<file path="src/rtl/rotate_issue_stage_pkg.sv">
// Shared widths, queued-command record and amount normalisation for the rotate issue stage.
package rotate_issue_stage_pkg;

  localparam int unsigned CMD_W   = 8;
  localparam int unsigned AMT_W   = 4;
  localparam int unsigned SHIFT_W = 3;

  typedef struct packed {
    logic [CMD_W-1:0]   data;
    logic [SHIFT_W-1:0] shift;
    logic               dir;    // 1 = left, 0 = right
  } rot_cmd_t;

  // -8 negates to 8, whose low bits are zero: a right rotate by 0 (pass-through).
  function automatic rot_cmd_t normalize_cmd(input logic [CMD_W-1:0] data,
                                             input logic [AMT_W-1:0] amt);
    rot_cmd_t         cmd;
    logic [AMT_W-1:0] mag;
    mag       = amt[AMT_W-1] ? -amt : amt;
    cmd.data  = data;
    cmd.shift = mag[SHIFT_W-1:0];
    cmd.dir   = ~amt[AMT_W-1];
    return cmd;
  endfunction

endpackage

</file>
<file path="src/rtl/rotate_issue_stage_if.sv">
// Command, shifter and result handshake bundle of the rotate issue stage.
interface rotate_issue_stage_if
  import rotate_issue_stage_pkg::*;
();

  logic               cmd_valid;
  logic               cmd_ready;
  logic [CMD_W-1:0]   cmd_data;
  logic [AMT_W-1:0]   cmd_amt;

  logic [CMD_W-1:0]   sh_in;
  logic [SHIFT_W-1:0] sh_shift;
  logic               sh_dir;
  logic [CMD_W-1:0]   sh_out;

  logic               res_valid;
  logic               res_ready;
  logic [CMD_W-1:0]   res_data;

  modport slave (
    input  cmd_valid, cmd_data, cmd_amt, sh_out, res_ready,
    output cmd_ready, sh_in, sh_shift, sh_dir, res_valid, res_data
  );

  modport master (
    output cmd_valid, cmd_data, cmd_amt, sh_out, res_ready,
    input  cmd_ready, sh_in, sh_shift, sh_dir, res_valid, res_data
  );

endinterface

</file>
<file path="src/rtl/rot_cmd_fifo.sv">
// Synchronous DEPTH-entry FIFO of normalised rotate commands with full/empty flags.
module rot_cmd_fifo
  import rotate_issue_stage_pkg::*;
#(
  parameter int unsigned DEPTH = 2
) (
  input  logic     clk,
  input  logic     rst_n,
  input  logic     push,
  input  rot_cmd_t wdata,
  input  logic     pop,
  output rot_cmd_t rdata,
  output logic     full,
  output logic     empty
);

  localparam int unsigned PtrW = $clog2(DEPTH);
  localparam int unsigned CntW = PtrW + 1;

  rot_cmd_t            mem_q [DEPTH];
  logic [PtrW-1:0]     wr_ptr_q, wr_ptr_d;
  logic [PtrW-1:0]     rd_ptr_q, rd_ptr_d;
  logic [CntW-1:0]     count_q, count_d;
  logic                push_ok, pop_ok;

  assign full    = (count_q == CntW'(DEPTH));
  assign empty   = (count_q == '0);
  assign push_ok = push && !full;
  assign pop_ok  = pop && !empty;
  assign rdata   = mem_q[rd_ptr_q];

  // Pointers wrap naturally because DEPTH is a power of two.
  always_comb begin
    wr_ptr_d = wr_ptr_q;
    rd_ptr_d = rd_ptr_q;
    count_d  = count_q;
    if (push_ok) wr_ptr_d = wr_ptr_q + PtrW'(1);
    if (pop_ok)  rd_ptr_d = rd_ptr_q + PtrW'(1);
    if (push_ok && !pop_ok)      count_d = count_q + CntW'(1);
    else if (pop_ok && !push_ok) count_d = count_q - CntW'(1);
  end

  always_ff @(posedge clk or negedge rst_n) begin
    if (!rst_n) begin
      wr_ptr_q <= '0;
      rd_ptr_q <= '0;
      count_q  <= '0;
    end else begin
      wr_ptr_q <= wr_ptr_d;
      rd_ptr_q <= rd_ptr_d;
      count_q  <= count_d;
    end
  end

  always_ff @(posedge clk) begin
    if (push_ok) mem_q[wr_ptr_q] <= wdata;
  end

endmodule

</file>
<file path="src/rtl/rotate_issue_stage.sv">
// Rotate issue stage: normalises and queues commands, feeds an external barrel shifter from
// the queue head and registers its result behind a valid/ready output.
module rotate_issue_stage
  import rotate_issue_stage_pkg::*;
#(
  parameter int unsigned DEPTH = 2  // power of two, >= 2
) (
  input  logic                 clk,
  input  logic                 rst_n,
  rotate_issue_stage_if.slave  bus,
  output logic [7:0]           op_count,
  output logic                 busy
);

  rot_cmd_t         head;
  logic             full, empty;
  logic             push, pop;
  logic             res_valid_q, res_valid_d;
  logic [CMD_W-1:0] res_data_q, res_data_d;
  logic [7:0]       op_count_q, op_count_d;

  // Ready depends only on registered occupancy, never on the downstream side.
  assign bus.cmd_ready = !full;
  assign push          = bus.cmd_valid && !full;
  assign pop           = !empty && (!res_valid_q || bus.res_ready);

  rot_cmd_fifo #(
    .DEPTH(DEPTH)
  ) u_fifo (
    .clk   (clk),
    .rst_n (rst_n),
    .push  (push),
    .wdata (normalize_cmd(bus.cmd_data, bus.cmd_amt)),
    .pop   (pop),
    .rdata (head),
    .full  (full),
    .empty (empty)
  );

  always_comb begin
    bus.sh_in    = '0;
    bus.sh_shift = '0;
    bus.sh_dir   = 1'b0;
    if (!empty) begin
      bus.sh_in    = head.data;
      bus.sh_shift = head.shift;
      bus.sh_dir   = head.dir;
    end
  end

  always_comb begin
    res_valid_d = res_valid_q;
    res_data_d  = res_data_q;
    if (pop) begin
      res_valid_d = 1'b1;
      res_data_d  = bus.sh_out;
    end else if (bus.res_ready) begin
      res_valid_d = 1'b0;
    end
    op_count_d = op_count_q + 8'(res_valid_q && bus.res_ready);
  end

  always_ff @(posedge clk or negedge rst_n) begin
    if (!rst_n) begin
      res_valid_q <= 1'b0;
      res_data_q  <= '0;
      op_count_q  <= '0;
    end else begin
      res_valid_q <= res_valid_d;
      res_data_q  <= res_data_d;
      op_count_q  <= op_count_d;
    end
  end

  assign bus.res_valid = res_valid_q;
  assign bus.res_data  = res_data_q;
  assign op_count      = op_count_q;
  assign busy          = !empty || res_valid_q;

endmodule

</file>
<file path="src/flat_wrapper.sv">
// flat-port wrapper written by rule: the top's interface ports become plain ports
module rotate_issue_stage_flat import rotate_issue_stage_pkg::*;
#(
  parameter int unsigned DEPTH = 2                       
)
  (clk, rst_n, op_count, busy, bus_cmd_valid, bus_cmd_data, bus_cmd_amt, bus_sh_out, bus_res_ready, bus_cmd_ready, bus_sh_in, bus_sh_shift, bus_sh_dir, bus_res_valid, bus_res_data);
  rotate_issue_stage_if bus_i ();
  input  logic clk;
  input  logic rst_n;
  output logic [7:0] op_count;
  output logic busy;
  input wire logic [$bits(bus_i.cmd_valid)-1:0] bus_cmd_valid;
  input wire logic [$bits(bus_i.cmd_data)-1:0] bus_cmd_data;
  input wire logic [$bits(bus_i.cmd_amt)-1:0] bus_cmd_amt;
  input wire logic [$bits(bus_i.sh_out)-1:0] bus_sh_out;
  input wire logic [$bits(bus_i.res_ready)-1:0] bus_res_ready;
  output wire logic [$bits(bus_i.cmd_ready)-1:0] bus_cmd_ready;
  output wire logic [$bits(bus_i.sh_in)-1:0] bus_sh_in;
  output wire logic [$bits(bus_i.sh_shift)-1:0] bus_sh_shift;
  output wire logic [$bits(bus_i.sh_dir)-1:0] bus_sh_dir;
  output wire logic [$bits(bus_i.res_valid)-1:0] bus_res_valid;
  output wire logic [$bits(bus_i.res_data)-1:0] bus_res_data;
  assign bus_i.cmd_valid = bus_cmd_valid;
  assign bus_i.cmd_data = bus_cmd_data;
  assign bus_i.cmd_amt = bus_cmd_amt;
  assign bus_i.sh_out = bus_sh_out;
  assign bus_i.res_ready = bus_res_ready;
  assign bus_cmd_ready = bus_i.cmd_ready;
  assign bus_sh_in = bus_i.sh_in;
  assign bus_sh_shift = bus_i.sh_shift;
  assign bus_sh_dir = bus_i.sh_dir;
  assign bus_res_valid = bus_i.res_valid;
  assign bus_res_data = bus_i.res_data;
  rotate_issue_stage #(.DEPTH(DEPTH)) u_core (.clk(clk), .rst_n(rst_n), .bus(bus_i), .op_count(op_count), .busy(busy));
endmodule
</file>
<file path="config.mk">
export PLATFORM = sky130hd
export DESIGN_NAME = rotate_issue_stage_flat
export DESIGN_NICKNAME = d
export VERILOG_FILES = /design/src/rtl/rotate_issue_stage_pkg.sv /design/src/rtl/rotate_issue_stage_if.sv /design/src/rtl/rot_cmd_fifo.sv /design/src/rtl/rotate_issue_stage.sv /design/src/flat_wrapper.sv
export SDC_FILE = /design/constraint.sdc
export NUM_CORES = 1
export LEC_CHECK = 0
export CORE_ASPECT_RATIO = 2
export CORE_MARGIN = 1
export CORE_UTILIZATION = 40
export CTS_BUF_LIST = sky130_fd_sc_hd__clkbuf_4 sky130_fd_sc_hd__clkbuf_8
export DETAILED_ROUTE_END_ITERATION = 10
export HOLD_SLACK_MARGIN = 0.1
export PLACE_DENSITY = 0.66
export SYNTH_ARGS = -nofsm -noshare
export SYNTH_HDL_FRONTEND = slang
export SYNTH_SLANG_ARGS = --single-unit
</file>
<file path="constraint.sdc">
create_clock -name clk -period 2.2 [get_ports clk]
set_input_delay 0.44 -clock clk [delete_from_list [all_inputs] [get_ports clk]]
set_output_delay 0.44 -clock clk [all_outputs]
set_load 0.01 [all_outputs]
</file>
==> results.sh, run 1 <==
export IMPL_outcome="finished clean"
export IMPL_drtIter0Drc=10
export IMPL_wl_met2_um=2040
export IMPL_drive_gt1_share_pct=12.4
export IMPL_critPathCaptureType="primary output"
export IMPL_dp_final_hpwl_um=2650
export IMPL_irDropWorstVdd_mv=0.762
export IMPL_p_leak_nw=1.06
export IMPL_gp_congestion=0.672
export IMPL_yosysSeqAreaShare_pct=68.9
export IMPL_met1_length_um=1250
export IMPL_rsz0062_at_grt="no"
export IMPL_crit_path_start_kind="flip-flop"
export IMPL_dieArea_um2=4810
export IMPL_synth_common_cells="edfxtp_1 (24), dfrtp_1 (21), nor2_1 (15), mux2i_1 (12)"
export IMPL_synth_fp_nets=151
export IMPL_grt_max_degree=22
export IMPL_clk_path_buf_depth=2
export IMPL_hold_class="reg -> reg"
export IMPL_timing_final_crit_period_ns=2.11
export IMPL_place_inst=232
export IMPL_fill_cells=379
export IMPL_fin_crit_sh_pct=96.1
export IMPL_fp_dieW_um=49.6
export IMPL_max_freq_mhz=473
export IMPL_worst_r2r_path_depth=6
export IMPL_io_pins=55
export IMPL_ctsHoldBuffers=0
export IMPL_powerDensity_nw_per_um2=1360
export IMPL_clkTransAtPathRegs_ns=0.08
export IMPL_grt_pass1_vias=1324
export IMPL_synth_area_leader_cell="edfxtp_1"
export IMPL_slew_headroom_pct=62.0
export IMPL_core_um2=4340
export IMPL_initial_utilization_pct=41.7
export IMPL_drt_wl_total_um=3560
export IMPL_tns_ns=0
export IMPL_grtUsageTotal_pct=16.7
export IMPL_hold_ws_ns=0.471
export IMPL_hold_depth=1
export IMPL_cts_setup_buffers=0
export IMPL_synth_compound_area_share_pct=1.45
export IMPL_drv_cap=0
export IMPL_critical_path_class="reg -> out"
export IMPL_antenna_left=0
export IMPL_cts_root_buf="clkbuf_8"
export IMPL_htree_levels=2
export IMPL_syn_to_final_growth_pct=41.6
export IMPL_setup_viol=0
export IMPL_viasPerCell=4.81
export IMPL_synth_simple_area_share_pct=7.19
export IMPL_antenna_found_initial=0
export IMPL_yosys_area_share_adder_pct=2.77
export IMPL_die_height_um=97.1
export IMPL_final_cells=240
export IMPL_highest_layer="met4"
export IMPL_synth_area_mux_share_pct=11.6
export IMPL_mappedNetlistArea_um2=1810
export IMPL_finalHoldViolCount=0
export IMPL_final_core_utilization_pct=59.0
export IMPL_synthXorXnorAreaFrac_pct=5.81
export IMPL_diodes=0
export IMPL_drt_pass1_iterations=4
export IMPL_clk_latency_ns=0.29
export IMPL_synth_area_top_cells="edfxtp_1 (40%), dfrtp_1 (29%), mux2i_1 (6.6%), mux2_2 (5.0%), xnor2_1 (3.9%)"
export IMPL_multiInputGateArea_um2=527
export IMPL_ys_async_sr_fraction_pct=46.7
export IMPL_synthCells=123
export IMPL_synth_most_common_cell="edfxtp_1"
export IMPL_drc=0
export IMPL_grt_pass1_wl_um=5970
export IMPL_synth_top_area_share_pct=39.8
export IMPL_finalClockSkew_ns=0.0107
export IMPL_cp_arrival_ns=1.67
export IMPL_synth_flop_cell="edfxtp_1"
export IMPL_cts_tree="yes"
export IMPL_std_cell_rows=34
export IMPL_port_buffers=54
export IMPL_synth_edf_count=24
export IMPL_num_vias=1155
export IMPL_worst_pin_slew_ns=0.570
export IMPL_final_nets=213
export IMPL_critPathRequiredTime_ns=1.76
export IMPL_yosys_warnings=0
export IMPL_ys_ff_latch=45
export IMPL_met3_length_um=147
export IMPL_drv_slew=0
export IMPL_synth_top_family_by_area="multiplexers"
export IMPL_wire_per_inst_um=14.8
export IMPL_syn_avg_cell_area_um2=14.7
export IMPL_numCtsBuffers=5
export IMPL_grt_ovfl_total=0
export IMPL_ys_types=17
export IMPL_regArea_um2=1250
export IMPL_crit_fanout=13
export IMPL_clkSinkCount=45
state kept, by name (all words and copies together), names as in the netlist:
register / flops
u_core.u_fifo.rd_ptr_q: 1
u_core.u_fifo.count_q: 2
u_core.op_count: 8
u_core.u_fifo.mem_q: 24
u_core.bus.res_data: 8
u_core.bus.res_valid: 1
u_core.u_fifo.wr_ptr_q: 1
through the flow:
step / setup WS, ns / total power, mW / instance area (µm²)
after floorplan: 0.568 / 2.10 / 1810
after global placement: 0.158 / 2.85 / 2430
after detailed placement: 0.140 / 2.91 / 2430
after CTS: 0.0348 / 3.53 / 2550
after global routing: 0.0138 / 3.69 / 2560
final: 0.0865 / 3.49 / 2560
area by class of cell:
cell class / count / area share, %
well taps: 54 / 2.64
inverters: 7 / 1.03
clock inverters: 2 / 1.32
multi-input cells: 68 / 20.6
repair buffers: 58 / 22.6
flip-flops and latches: 45 / 48.9
clock buffers: 6 / 2.98
worst max-delay path, stage by stage, from the launching register on:
cell and delay, ns:
dfrtp_4 0.59, mux2i_1 0.15, nor2_1 0.11, clkdlybuf4s50_1 0.54
timing repair:
action,in CTS,in global routing
resized for setup,2,5
setup endpoints to repair,12,12
pin swaps,0,0
gates cloned,0,0
power by group:
part           internal [mW]  total, mW  switching [mW]
combinational          0.838       1.45           0.612
clock                  0.348      0.607           0.259
sequential              1.20       1.44           0.237
cells by family (layout without fill, tap and decap cells):
family,count (synthesis),in the layout
adder cells (fa/ha/maj),4,4
flip-flops,45,45
AND/OR/NAND/NOR,29,29
XOR/XNOR,12,12
AO/OA/AOI/OAI,3,3
multiplexers,20,20
buffers and inverters,10,73
cell usage in the layout (no fill, tap or decap), types with 2 or more instances in the layout:
| cell type | synthesis | layout |
|---|---|---|
| ha_1 | 4 | 4 |
| and3_1 | 3 | 3 |
| clkdlybuf4s50_1 | 0 | 52 |
| dlymetal6s2s_1 | 0 | 2 |
| dfrtp_1 | 21 | 19 |
| xor2_1 | 4 | 4 |
| o21ai_0 | 2 | 2 |
| inv_1 | 7 | 7 |
| nand2b_1 | 2 | 2 |
| mux2i_1 | 12 | 12 |
| mux2_2 | 8 | 8 |
| xnor2_1 | 8 | 8 |
| nand3_1 | 5 | 5 |
| nor2_1 | 15 | 15 |
| clkbuf_8 | 0 | 5 |
| nand2_1 | 3 | 3 |
| edfxtp_1 | 24 | 24 |
| buf_4 | 0 | 3 |
routing by layer:
metal,up-vias,GRT usage (%)
met5,-,0
met4,0,9.89
met3,12,3.44
met2,43,30.4
met1,557,16.5
li1,543,-
final timing paths:
path                                                 end                     start  slack [ns]
worst max-delay path                     bus_sh_shift[1]    u_core.u_fifo.rd_ptr_q        0.09
worst min-delay path                  u_core.op_count[7]        u_core.op_count[7]        0.47
worst max register to register  u_core.u_fifo.count_q[1]  u_core.u_fifo.count_q[0]        0.57
worst min register to register        u_core.op_count[7]        u_core.op_count[7]        0.47
max in group asynchronous         u_core.u_fifo.rd_ptr_q                     rst_n        1.44
min in group asynchronous         u_core.bus.res_data[7]                     rst_n        0.50
(Power assumes the default switching activity.)
==> run 2, diff against run 1 <==
--- a/config.mk
+++ b/config.mk
@@ -6,7 +6,6 @@
 export NUM_CORES = 1
 export LEC_CHECK = 0
 export CORE_ASPECT_RATIO = 2
-export CORE_MARGIN = 1
 export CORE_UTILIZATION = 40
 export CTS_BUF_LIST = sky130_fd_sc_hd__clkbuf_4 sky130_fd_sc_hd__clkbuf_8
 export DETAILED_ROUTE_END_ITERATION = 10
==> results of run 2 <==
Final layout, timing and power as in run 1 (identical DEF).
